### config.mk
export PLATFORM = sky130hd
export DESIGN_NAME = wb_port_arbiter_flat
export DESIGN_NICKNAME = d
export VERILOG_FILES = /design/src/rtl/wb_port_arbiter_if.sv /design/src/rtl/wb_port_arbiter.sv /design/src/flat_wrapper.sv
export SDC_FILE = /design/constraint.sdc
export NUM_CORES = 1
export LEC_CHECK = 0
export ABC_AREA = 1
export CORE_UTILIZATION = 40
export DETAILED_ROUTE_END_ITERATION = 16
export GPL_TIMING_DRIVEN = 0
export PLACE_DENSITY = 0.71
export SLEW_MARGIN = 10
export SYNTH_ARGS = -nofsm -noshare
export SYNTH_HDL_FRONTEND = slang
export SYNTH_SLANG_ARGS = --single-unit
### constraint.sdc
create_clock -name clk -period 4.2 [get_ports clk]
set_input_delay 0.42 -clock clk [delete_from_list [all_inputs] [get_ports clk]]
set_output_delay 0.42 -clock clk [all_outputs]
set_load 0.005 [all_outputs]
### src/rtl/wb_port_arbiter_if.sv
// Producer/write-port bundle between the three result producers, the
// writeback arbiter and the dual-write-port register file.
interface wb_port_arbiter_if #(
    parameter int unsigned DATA_W = 32,
    parameter int unsigned ADDR_W = 5
);
    logic              req0_valid, req1_valid, req2_valid;
    logic [ADDR_W-1:0] req0_rd,    req1_rd,    req2_rd;
    logic [DATA_W-1:0] req0_data,  req1_data,  req2_data;
    logic              req0_ready, req1_ready, req2_ready;

    logic [ADDR_W-1:0] rd1, rd2;
    logic [DATA_W-1:0] wb_data1, wb_data2;
    logic              wb_we1, wb_we2;

    modport master (
        output req0_valid, req1_valid, req2_valid,
        output req0_rd, req1_rd, req2_rd,
        output req0_data, req1_data, req2_data,
        input  req0_ready, req1_ready, req2_ready,
        input  rd1, rd2, wb_data1, wb_data2, wb_we1, wb_we2
    );

    modport slave (
        input  req0_valid, req1_valid, req2_valid,
        input  req0_rd, req1_rd, req2_rd,
        input  req0_data, req1_data, req2_data,
        output req0_ready, req1_ready, req2_ready,
        output rd1, rd2, wb_data1, wb_data2, wb_we1, wb_we2
    );
endinterface

### src/rtl/wb_port_arbiter.sv
// Round-robin writeback arbiter: grants up to two of three producers onto two
// register-file write ports, never two same-cycle writes to one register.
// Optional WB_STALL_CNT_EN adds a 32-bit stall_cnt of valid-but-not-ready cycles.
module wb_port_arbiter #(
    parameter int unsigned DATA_W = 32,
    parameter int unsigned ADDR_W = 5
) (
    input  logic clk,
    input  logic rst,
    wb_port_arbiter_if.slave bus
`ifdef WB_STALL_CNT_EN
    ,
    output logic [31:0] stall_cnt
`endif
);
    logic [2:0]        valid;
    logic [ADDR_W-1:0] rd   [3];
    logic [DATA_W-1:0] data [3];

    assign valid   = {bus.req2_valid, bus.req1_valid, bus.req0_valid};
    assign rd[0]   = bus.req0_rd;
    assign rd[1]   = bus.req1_rd;
    assign rd[2]   = bus.req2_rd;
    assign data[0] = bus.req0_data;
    assign data[1] = bus.req1_data;
    assign data[2] = bus.req2_data;

    logic [ADDR_W-1:0] rd1_q, rd1_d, rd2_q, rd2_d;
    logic [DATA_W-1:0] data1_q, data1_d, data2_q, data2_d;
    logic              we1_q, we1_d, we2_q, we2_d;
    logic [1:0]        rr_ptr_q, rr_ptr_d;

    logic [2:0] cand, elig, grant, ready;
    logic       g1_vld, g2_vld;
    logic [1:0] g1_idx, g2_idx, idx;
    logic [2:0] sum;

    // Candidate filtering, round-robin scan and next-state computation
    always_comb begin
        cand   = '0;
        elig   = '0;
        grant  = '0;
        g1_vld = 1'b0;
        g2_vld = 1'b0;
        g1_idx = 2'd0;
        g2_idx = 2'd0;
        idx    = 2'd0;
        sum    = 3'd0;

        for (int i = 0; i < 3; i++) cand[i] = valid[i] && (rd[i] != '0);

        // Among candidates sharing an rd only the lowest index stays eligible
        for (int i = 0; i < 3; i++) begin
            elig[i] = cand[i];
            for (int j = 0; j < 3; j++)
                if (j < i && cand[j] && rd[j] == rd[i]) elig[i] = 1'b0;
        end

        for (int k = 0; k < 3; k++) begin
            sum = 3'(rr_ptr_q) + 3'(k);
            idx = (sum >= 3'd3) ? 2'(sum - 3'd3) : 2'(sum);
            if (elig[idx]) begin
                if (!g1_vld) begin
                    g1_vld = 1'b1;
                    g1_idx = idx;
                end else if (!g2_vld && rd[idx] != rd[g1_idx]) begin
                    g2_vld = 1'b1;
                    g2_idx = idx;
                end
            end
        end

        if (g1_vld) grant[g1_idx] = 1'b1;
        if (g2_vld) grant[g2_idx] = 1'b1;

        for (int i = 0; i < 3; i++)
            ready[i] = !rst && ((valid[i] && rd[i] == '0) || grant[i]);

        we1_d   = g1_vld;
        rd1_d   = g1_vld ? rd[g1_idx]   : rd1_q;
        data1_d = g1_vld ? data[g1_idx] : data1_q;
        we2_d   = g2_vld;
        rd2_d   = g2_vld ? rd[g2_idx]   : rd2_q;
        data2_d = g2_vld ? data[g2_idx] : data2_q;

        if (g2_vld)      rr_ptr_d = (g2_idx == 2'd2) ? 2'd0 : g2_idx + 2'd1;
        else if (g1_vld) rr_ptr_d = (g1_idx == 2'd2) ? 2'd0 : g1_idx + 2'd1;
        else             rr_ptr_d = rr_ptr_q;
    end

    always_ff @(posedge clk) begin
        if (rst) begin
            rd1_q    <= '0;
            rd2_q    <= '0;
            data1_q  <= '0;
            data2_q  <= '0;
            we1_q    <= 1'b0;
            we2_q    <= 1'b0;
            rr_ptr_q <= 2'd0;
        end else begin
            rd1_q    <= rd1_d;
            rd2_q    <= rd2_d;
            data1_q  <= data1_d;
            data2_q  <= data2_d;
            we1_q    <= we1_d;
            we2_q    <= we2_d;
            rr_ptr_q <= rr_ptr_d;
        end
    end

`ifdef WB_STALL_CNT_EN
    logic [31:0] stall_cnt_q, stall_cnt_d;
    logic [1:0]  n_stall;

    // Each valid requester left waiting this cycle adds one
    always_comb begin
        n_stall = 2'd0;
        for (int i = 0; i < 3; i++) n_stall = n_stall + 2'(valid[i] && !ready[i]);
        stall_cnt_d = stall_cnt_q + 32'(n_stall);
    end

    always_ff @(posedge clk) begin
        if (rst) stall_cnt_q <= '0;
        else     stall_cnt_q <= stall_cnt_d;
    end

    assign stall_cnt = stall_cnt_q;
`endif

    assign bus.req0_ready = ready[0];
    assign bus.req1_ready = ready[1];
    assign bus.req2_ready = ready[2];
    assign bus.rd1        = rd1_q;
    assign bus.rd2        = rd2_q;
    assign bus.wb_data1   = data1_q;
    assign bus.wb_data2   = data2_q;
    assign bus.wb_we1     = we1_q;
    assign bus.wb_we2     = we2_q;
endmodule

### src/flat_wrapper.sv
// flat-port wrapper written by rule: the top's interface ports become plain ports
module wb_port_arbiter_flat 
#(
    parameter int unsigned DATA_W = 32,
    parameter int unsigned ADDR_W = 5
)
  (clk, rst, bus_req0_valid, bus_req1_valid, bus_req2_valid, bus_req0_rd, bus_req1_rd, bus_req2_rd, bus_req0_data, bus_req1_data, bus_req2_data, bus_req0_ready, bus_req1_ready, bus_req2_ready, bus_rd1, bus_rd2, bus_wb_data1, bus_wb_data2, bus_wb_we1, bus_wb_we2);
  wb_port_arbiter_if #(.DATA_W(DATA_W), .ADDR_W(ADDR_W)) bus_i ();
  input  logic clk;
  input  logic rst;
  input wire logic [$bits(bus_i.req0_valid)-1:0] bus_req0_valid;
  input wire logic [$bits(bus_i.req1_valid)-1:0] bus_req1_valid;
  input wire logic [$bits(bus_i.req2_valid)-1:0] bus_req2_valid;
  input wire logic [$bits(bus_i.req0_rd)-1:0] bus_req0_rd;
  input wire logic [$bits(bus_i.req1_rd)-1:0] bus_req1_rd;
  input wire logic [$bits(bus_i.req2_rd)-1:0] bus_req2_rd;
  input wire logic [$bits(bus_i.req0_data)-1:0] bus_req0_data;
  input wire logic [$bits(bus_i.req1_data)-1:0] bus_req1_data;
  input wire logic [$bits(bus_i.req2_data)-1:0] bus_req2_data;
  output wire logic [$bits(bus_i.req0_ready)-1:0] bus_req0_ready;
  output wire logic [$bits(bus_i.req1_ready)-1:0] bus_req1_ready;
  output wire logic [$bits(bus_i.req2_ready)-1:0] bus_req2_ready;
  output wire logic [$bits(bus_i.rd1)-1:0] bus_rd1;
  output wire logic [$bits(bus_i.rd2)-1:0] bus_rd2;
  output wire logic [$bits(bus_i.wb_data1)-1:0] bus_wb_data1;
  output wire logic [$bits(bus_i.wb_data2)-1:0] bus_wb_data2;
  output wire logic [$bits(bus_i.wb_we1)-1:0] bus_wb_we1;
  output wire logic [$bits(bus_i.wb_we2)-1:0] bus_wb_we2;
  assign bus_i.req0_valid = bus_req0_valid;
  assign bus_i.req1_valid = bus_req1_valid;
  assign bus_i.req2_valid = bus_req2_valid;
  assign bus_i.req0_rd = bus_req0_rd;
  assign bus_i.req1_rd = bus_req1_rd;
  assign bus_i.req2_rd = bus_req2_rd;
  assign bus_i.req0_data = bus_req0_data;
  assign bus_i.req1_data = bus_req1_data;
  assign bus_i.req2_data = bus_req2_data;
  assign bus_req0_ready = bus_i.req0_ready;
  assign bus_req1_ready = bus_i.req1_ready;
  assign bus_req2_ready = bus_i.req2_ready;
  assign bus_rd1 = bus_i.rd1;
  assign bus_rd2 = bus_i.rd2;
  assign bus_wb_data1 = bus_i.wb_data1;
  assign bus_wb_data2 = bus_i.wb_data2;
  assign bus_wb_we1 = bus_i.wb_we1;
  assign bus_wb_we2 = bus_i.wb_we2;
  wb_port_arbiter #(.DATA_W(DATA_W), .ADDR_W(ADDR_W)) u_core (.clk(clk), .rst(rst), .bus(bus_i));
endmodule
Yosys cells after proc, flatten, opt, wreduce, memory -nomap -nowiden
Index checks and enable logic that the tools add are counted.
{"block": "totals", "input_bits": 116, "register_bits": 78, "wordCells": 137, "out_inout_bits": 79}
{"block": "op_classes", "n_bitwise": 7, "n_mux": 66, "eq_ne": 7, "n_reduce_logical": 27, "add_sub_neg": 7, "n_lt_le_gt_ge": 16}
{"cell": "$bmux W32 S2", "count": 2}
{"cell": "$mux W32", "count": 4}
{"cell": "$bmux W5 S2", "count": 6}
{"cell": "$mux W5", "count": 12}
{"cell": "$mux W2", "count": 18}
{"cell": "$ge A3 B3 Y1 const B", "count": 6}
{"cell": "$not A2 Y3", "count": 6}
{"cell": "$mux W1", "count": 17}
{"cell": "$eq A5 B5 Y1", "count": 3}
{"cell": "$logic_and A1 B1 Y1", "count": 15}
{"cell": "$logic_not A5 Y1", "count": 3}
{"cell": "$lt A2 B3 Y1 const B", "count": 5}
{"cell": "$reduce_bool A5 Y1", "count": 3}
{"cell": "$ne A5 B5 Y1", "count": 2}
{"cell": "$bmux W1 S2", "count": 3}
{"cell": "$ge A3 B2 Y1 const B", "count": 2}
{"cell": "$mux W3", "count": 2}
{"cell": "$sub A2 B2 Y2 const B", "count": 3}
{"cell": "$add A2 B1 Y2 const B", "count": 2}
{"cell": "$demux W1 S2", "count": 2}
{"cell": "$eq A2 B2 Y1 const B", "count": 2}
{"cell": "$ge A2 B1 Y1 const B", "count": 2}
{"cell": "$add A2 B1 Y3 const B", "count": 1}
{"cell": "$add A2 B2 Y3 const B", "count": 1}
{"cell": "5 further kinds", "count": 8}

Logic depth before layout (Yosys ltp)
{"block": "logic_depth", "depth_word": 29, "mapped_depth": 28, "mapped_depth_nobuf": 25}

Least setup slack after synthesis
No wires, ideal clock.
{"block": "synth_timing", "path_type": "reg-to-output", "from": "reg u_core.rr_ptr_q[0]", "to": "out bus_req0_ready", "stages_incl_launch_ff": 21, "slack_ps": 1250, "arrival_time_ps": 2530, "required_time_ps": 3780, "n_path_buf": 2, "cell_sequence": "dfxtp_1 > inv_1 > ha_1 > buf_2 > inv_1 > nor2_1 > nand4_4 > nand3_4 > nand2_4 > o21ai_1 > nand2_1 > nand2_1 > nand2_1 > nor2_1 > nand3_1 > nand3_1 > nand2_2 > buf_6 > nand2_1 > nand3_1 > a21oi_1"}
{"block": "synth_via", "elab_chain_len": 26, "word_cells_on_any_way": 72, "cone_classes": "add/sub (5); order compare (7); eq/ne (2); mux (47); bitwise (5); reduce/logical (6)"}
{"item": "start, declared", "line_no": "wb_port_arbiter.sv:31", "rtl": "logic [1:0] rr_ptr_q, rr_ptr_d;"}
{"item": "start signal, assigned", "line_no": "wb_port_arbiter.sv:107", "rtl": "rr_ptr_q <= rr_ptr_d;"}
{"item": "$sub A2 B2 Y2 or $ge A2 B2 Y1 (tied branches)", "line_no": "wb_port_arbiter.sv:61", "rtl": "idx = (sum >= 3'd3) ? 2'(sum - 3'd3) : 2'(sum);"}
{"item": "$mux W2", "line_no": "wb_port_arbiter.sv:61"}
{"item": "$bmux W1 S2", "line_no": "wb_port_arbiter.sv:62", "rtl": "if (elig[idx]) begin"}
{"item": "$mux W1 (not written as such)", "line_no": "wb_port_arbiter.sv:62"}
{"item": "$mux W2", "line_no": "wb_port_arbiter.sv:62"}
{"item": "$not A2 Y3 (not written as such)", "line_no": "wb_port_arbiter.sv:66", "rtl": "end else if (!g2_vld && rd[idx] != rd[g1_idx]) begin"}
{"item": "$bmux W5 S2", "line_no": "wb_port_arbiter.sv:66"}
{"item": "$mux W5 (not written as such) (2 in series)", "line_no": "wb_port_arbiter.sv:66"}
{"item": "[... 9 more ...]"}
{"item": "$lt A2 B3 Y1 (not written as such) or $ge A2 B1 Y1 (tied branches)", "line_no": "wb_port_arbiter.sv:74", "rtl": "if (g2_vld) grant[g2_idx] = 1'b1;"}
{"item": "$logic_and A1 B1 Y1 (not written as such)", "line_no": "wb_port_arbiter.sv:74"}
{"item": "$mux W1 (not written as such)", "line_no": "wb_port_arbiter.sv:74"}
{"item": "$demux W1 S2"}
{"item": "$or A3 B3 Y3 (no line)"}
{"item": "$mux W3 *", "line_no": "wb_port_arbiter.sv:74"}
{"item": "$logic_or A1 B1 Y1 *", "line_no": "wb_port_arbiter.sv:77", "rtl": "ready[i] = !rst && ((valid[i] && rd[i] == '0) || grant[i]);"}
{"item": "$logic_and A1 B1 Y1 *", "line_no": "wb_port_arbiter.sv:77"}
{"item": "end, declared", "line_no": "flat_wrapper.sv:20", "rtl": "output wire logic [$bits(bus_i.req0_ready)-1:0] bus_req0_ready;"}
Mark *: on every way between the ends. The rest lies on a longest branch, timed or not. The select of a mux whose other input is x is not followed.

Final worst setup path
{"block": "layout_timing", "from": "in bus_req0_rd[3]", "to": "out bus_req2_ready"}
{"block": "layout_via", "elab_chain_len": 29, "word_cells_on_any_way": 68, "cone_classes": "order compare (4); eq/ne (4); mux (47); bitwise (3); reduce/logical (10)"}
{"item": "start, declared", "line_no": "flat_wrapper.sv:14", "rtl": "input wire logic [$bits(bus_i.req0_rd)-1:0] bus_req0_rd;"}
{"item": "$reduce_bool A5 Y1", "line_no": "wb_port_arbiter.sv:50", "rtl": "for (int i = 0; i < 3; i++) cand[i] = valid[i] && (rd[i] != '0);"}
{"item": "$logic_and A1 B1 Y1", "line_no": "wb_port_arbiter.sv:50"}
{"item": "$logic_and A1 B1 Y1", "line_no": "wb_port_arbiter.sv:56", "rtl": "if (j < i && cand[j] && rd[j] == rd[i]) elig[i] = 1'b0;"}
{"item": "$mux W1 (2 in series)", "line_no": "wb_port_arbiter.sv:56"}
{"item": "$bmux W1 S2", "line_no": "wb_port_arbiter.sv:62"}
{"item": "$mux W1 (not written as such)", "line_no": "wb_port_arbiter.sv:62"}
{"item": "$mux W2", "line_no": "wb_port_arbiter.sv:62"}
{"item": "$not A2 Y3 (not written as such)", "line_no": "wb_port_arbiter.sv:66"}
{"item": "[... 12 more ...]"}
{"item": "$lt A2 B3 Y1 (not written as such) or $ge A2 B1 Y1 (tied branches)", "line_no": "wb_port_arbiter.sv:74"}
{"item": "$logic_and A1 B1 Y1 (not written as such)", "line_no": "wb_port_arbiter.sv:74"}
{"item": "$mux W1 (not written as such)", "line_no": "wb_port_arbiter.sv:74"}
{"item": "$demux W1 S2"}
{"item": "$or A3 B3 Y3 (no line)"}
{"item": "$mux W3 *", "line_no": "wb_port_arbiter.sv:74"}
{"item": "$logic_or A1 B1 Y1 *", "line_no": "wb_port_arbiter.sv:77"}
{"item": "$logic_and A1 B1 Y1 *", "line_no": "wb_port_arbiter.sv:77"}
{"item": "end, declared", "line_no": "flat_wrapper.sv:22", "rtl": "output wire logic [$bits(bus_i.req2_ready)-1:0] bus_req2_ready;"}
Marked as above.

==> results.txt <==
Rows = 44
Root Buffer = clkbuf_16
WL final = 24.9 mm
R2R Setup Slk = 0.68 ns
status = complete, no violations
Hold WC Path Type = in2reg
I/O pins = 195
crit start category = primary input
grt total ovfl = 0
area of the die = 15300 um2
Setup crit end kind = output port
Final Hold Vio Count = 0
Post-synth top flop = dfxtp_1
top achievable clock speed = 251 MHz
final max-slew violation count = 0
via count = 7489
final worst slack = 0.218 ns
delay-heaviest family, CP = simple AND/OR/NAND/NOR gates
leakage power = 3.77 nW
Syn Nets = 1100
die height = 124 um
fin nets = 1304
most frequent cells in the layout = nand2_1, clkdlybuf4s50_1, nor2_1, dfxtp_1, nand3_1
Post-Syn Instances = 982
post-DR vias/cell = 5.45
DIE WIDTH = 124 um
hold_ws = 0.474 ns
Placeable Area = 14500 um2
Max Fanout on Critical Path = 19
# fillers = 1454
gpl congestion = 0.963
Final ANT Viol Nets = 0
FFs w/ async S/R, synth = 0%
Syn Area/Cell = 6.05 um2
Clock transition at path regs = 0.06 ns
startpoint of the worst hold path = bus_req0_rd[2]
final period utilization = 94.8%
critical path class = in2out
clk_lat worst skew = 0.35 ns
measured slew at the worst slew-check pin = 0.778 ns
Total Routing Usage GR = 32.0%
number of enable flip-flop cells after synthesis = 0
Initial DRT Pass Iterations = 5
fin crit period = 3.98 ns
first-pass GRT wire length = 36.3 mm
WHS Endpoint = u_core.bus.rd1[2]$_SDFFE_PP0P_
Layout area overhead = 42.8%
Synth area leader = dfxtp_1
# setup viols final = 0
Seq/Total Area, Yosys = 26.3%
Synth Register Bits = 78
most common cell after layout, fill and taps aside = nand2_1
Worst Hold Depth = 3
FF-to-FF End = u_core.bus.wb_data1[2]$_SDFFE_PP0P_
largest net degree at the start of global routing = 13
Placed Instances = 1351
Yosys top cell area share = 26.3%
Initial Utilization = 40.9%
worst r2r path cells = 15
clock tree sinks = 78
DRC Markers = 0
wire per inst = 18.1 um
TritonCTS buffer count = 9
Critical R2R Launch = u_core.rr_ptr_q[0]$_SDFFE_PP0P_
layout cells sized above 1 = 9.49%
initial antenna violation count = 0
maximum vdd drop = 0.319 mV
critical path's slowest cell = clkdlybuf4s50_1
WP buf/inv = 6
slew margin rel. = 48.2%
vias in the first global route = 6562
Netlist cell types = 37
worst-case clock skew = 0.00573 ns
CTS tree = yes
clock buffer depth = 2
Non-Filler Instances = 1375
max cap viols = 0
synthesized cell area = 5940 um2
Syn. warnings = 0
CP Launch Point = bus_req0_rd[3]
pwr dens = 757 nW/um2
pre-CTS setup slack = -0.296 ns
H-tree depth = 3
dpl hpwl = 18.0 mm
ANT cells = 0
# port buffers = 185
WP data required = 3.78 ns
ranking of synthesized cells by area = dfxtp_1, nand2_1, nand3_1
max incr delay on CP = 0.49 ns
CP cell instances = dlygate4sd2_1, nor2_1, nand3_2, nand2_2, inv_2, nand3_2, nand4_4, buf_6, nand3_1, nand3_1, nand2_1, nand2_1, nor2_2, nand3_2, nand3_2, nand3_1, nand2_2, buf_6, o21ai_0, inv_1, clkdlybuf4s50_1
Worst EP arrival = 3.56 ns
Most Frequent Cell on Critical Path = nand3_2
DR iter-0 viols = 803
[final cells by class]
cell class	instances	area [um2]	share of cell area, %
Clock inverter	3	65.1	0.767
Timing Repair Buffer	194	1920	22.6
Sequential cell	78	1560	18.4
Inverter	86	330	3.89
Multi-Input combinational cell	747	3680	43.3
Clock buffer	13	270	3.19
Tap cell	184	230	2.71
Buffer	70	428	5.04
[sequential cells by signal (all words and copies together) (netlist names)]
name and cells:
u_core.bus.wb_data2 32, u_core.bus.wb_we2 1, u_core.bus.wb_data1 32, u_core.rr_ptr_q 2, u_core.bus.rd1 5, u_core.bus.wb_we1 1
u_core.bus.rd2 5
[per-layer routing]
metal  vias up  part of all wire, %  track usage [%]
met5         -                    0                0
met4         0                  3.9             14.9
met3        54                   11             7.05
met2       465                   44             48.6
met1      3341                   41             42.9
li1       3629                    -                -
[power breakdown]
part / internal (mW) / switching (mW) / total (mW)
clock: 0.569 / 0.327 / 0.896
combinational: 1.72 / 2.62 / 4.33
sequential: 1.04 / 0.152 / 1.19
total: 3.33 / 3.10 / 6.42
[Yosys cell counts (7+ instances only)]
| library cell | n |
|---|---|
| nand2_1 | 313 |
| nor2_1 | 98 |
| dfxtp_1 | 78 |
| inv_1 | 77 |
| nand3_1 | 76 |
| a21oi_1 | 63 |
| o21ai_0 | 48 |
| nand3b_1 | 36 |
| buf_2 | 23 |
| clkbuf_1 | 23 |
| a41oi_1 | 22 |
| o21ai_1 | 22 |
| buf_6 | 15 |
| a31oi_1 | 13 |
| xor2_1 | 9 |
| inv_2 | 8 |
| nand3_2 | 8 |
| a22oi_1 | 7 |
[repair_timing]
item | CTS | global route
buffers inserted | 3 | 6
resized for setup | 19 | 14
hold buffers | 0 | 0
pin swaps | 2 | 4
setup endpoints to repair | 3 | 3
[per-stage QoR]
stage	TNS (ns)	power, mW	instance area (um2)	utilization [%]
finish	0	6.42	8480	58.4
floorplan	0	3.75	5940	-
CTS	0	6.29	8410	57.8
detailed placement	-0.837	5.35	8020	55.2
global placement	-0.705	5.33	8020	55.2
global route	-0.00853	6.88	8480	58.4
[how the worst max path moves through the flow]
stage          cells past startpoint        endpoint
2_1_floorplan                     20  bus_req0_ready
3_3_place_gp                      18  bus_req0_ready
5_1_grt                           25  bus_req0_ready
3_5_place_dp                      17  bus_req0_ready
4_1_cts                           21  bus_req0_ready
6_report                          21  bus_req2_ready
[worst reg2reg max path, cell delays in order (launching register included)]
cell and delay (ns):
dfxtp_1 0.33, inv_1 0.06, ha_1 0.37, inv_1 0.17, nor2_1 0.23, inv_1 0.15, nor2_1 0.24, a21oi_1 0.07
inv_1 0.12, nand2_2 0.17, nand2_1 0.15, o21ai_4 0.12, clkinv_1 0.21, clkbuf_1 0.61, nand2_1 0.15, a41oi_1 0.28
[cells by family (layout without fill, tap and decap cells)]
kind of cell / Yosys count / count (layout) / share of synthesized area, %
AND/OR/NAND/NOR: 549 / 549 / 41.0
AO/OA/AOI/OAI: 186 / 186 / 18.2
buffers and inverters: 157 / 366 / 12.6
flip-flops: 78 / 78 / 26.3
XOR/XNOR: 10 / 10 / 1.47
adder cells (fa/ha/maj): 2 / 2 / 0.421
Power figures use the tool's default switching activity.
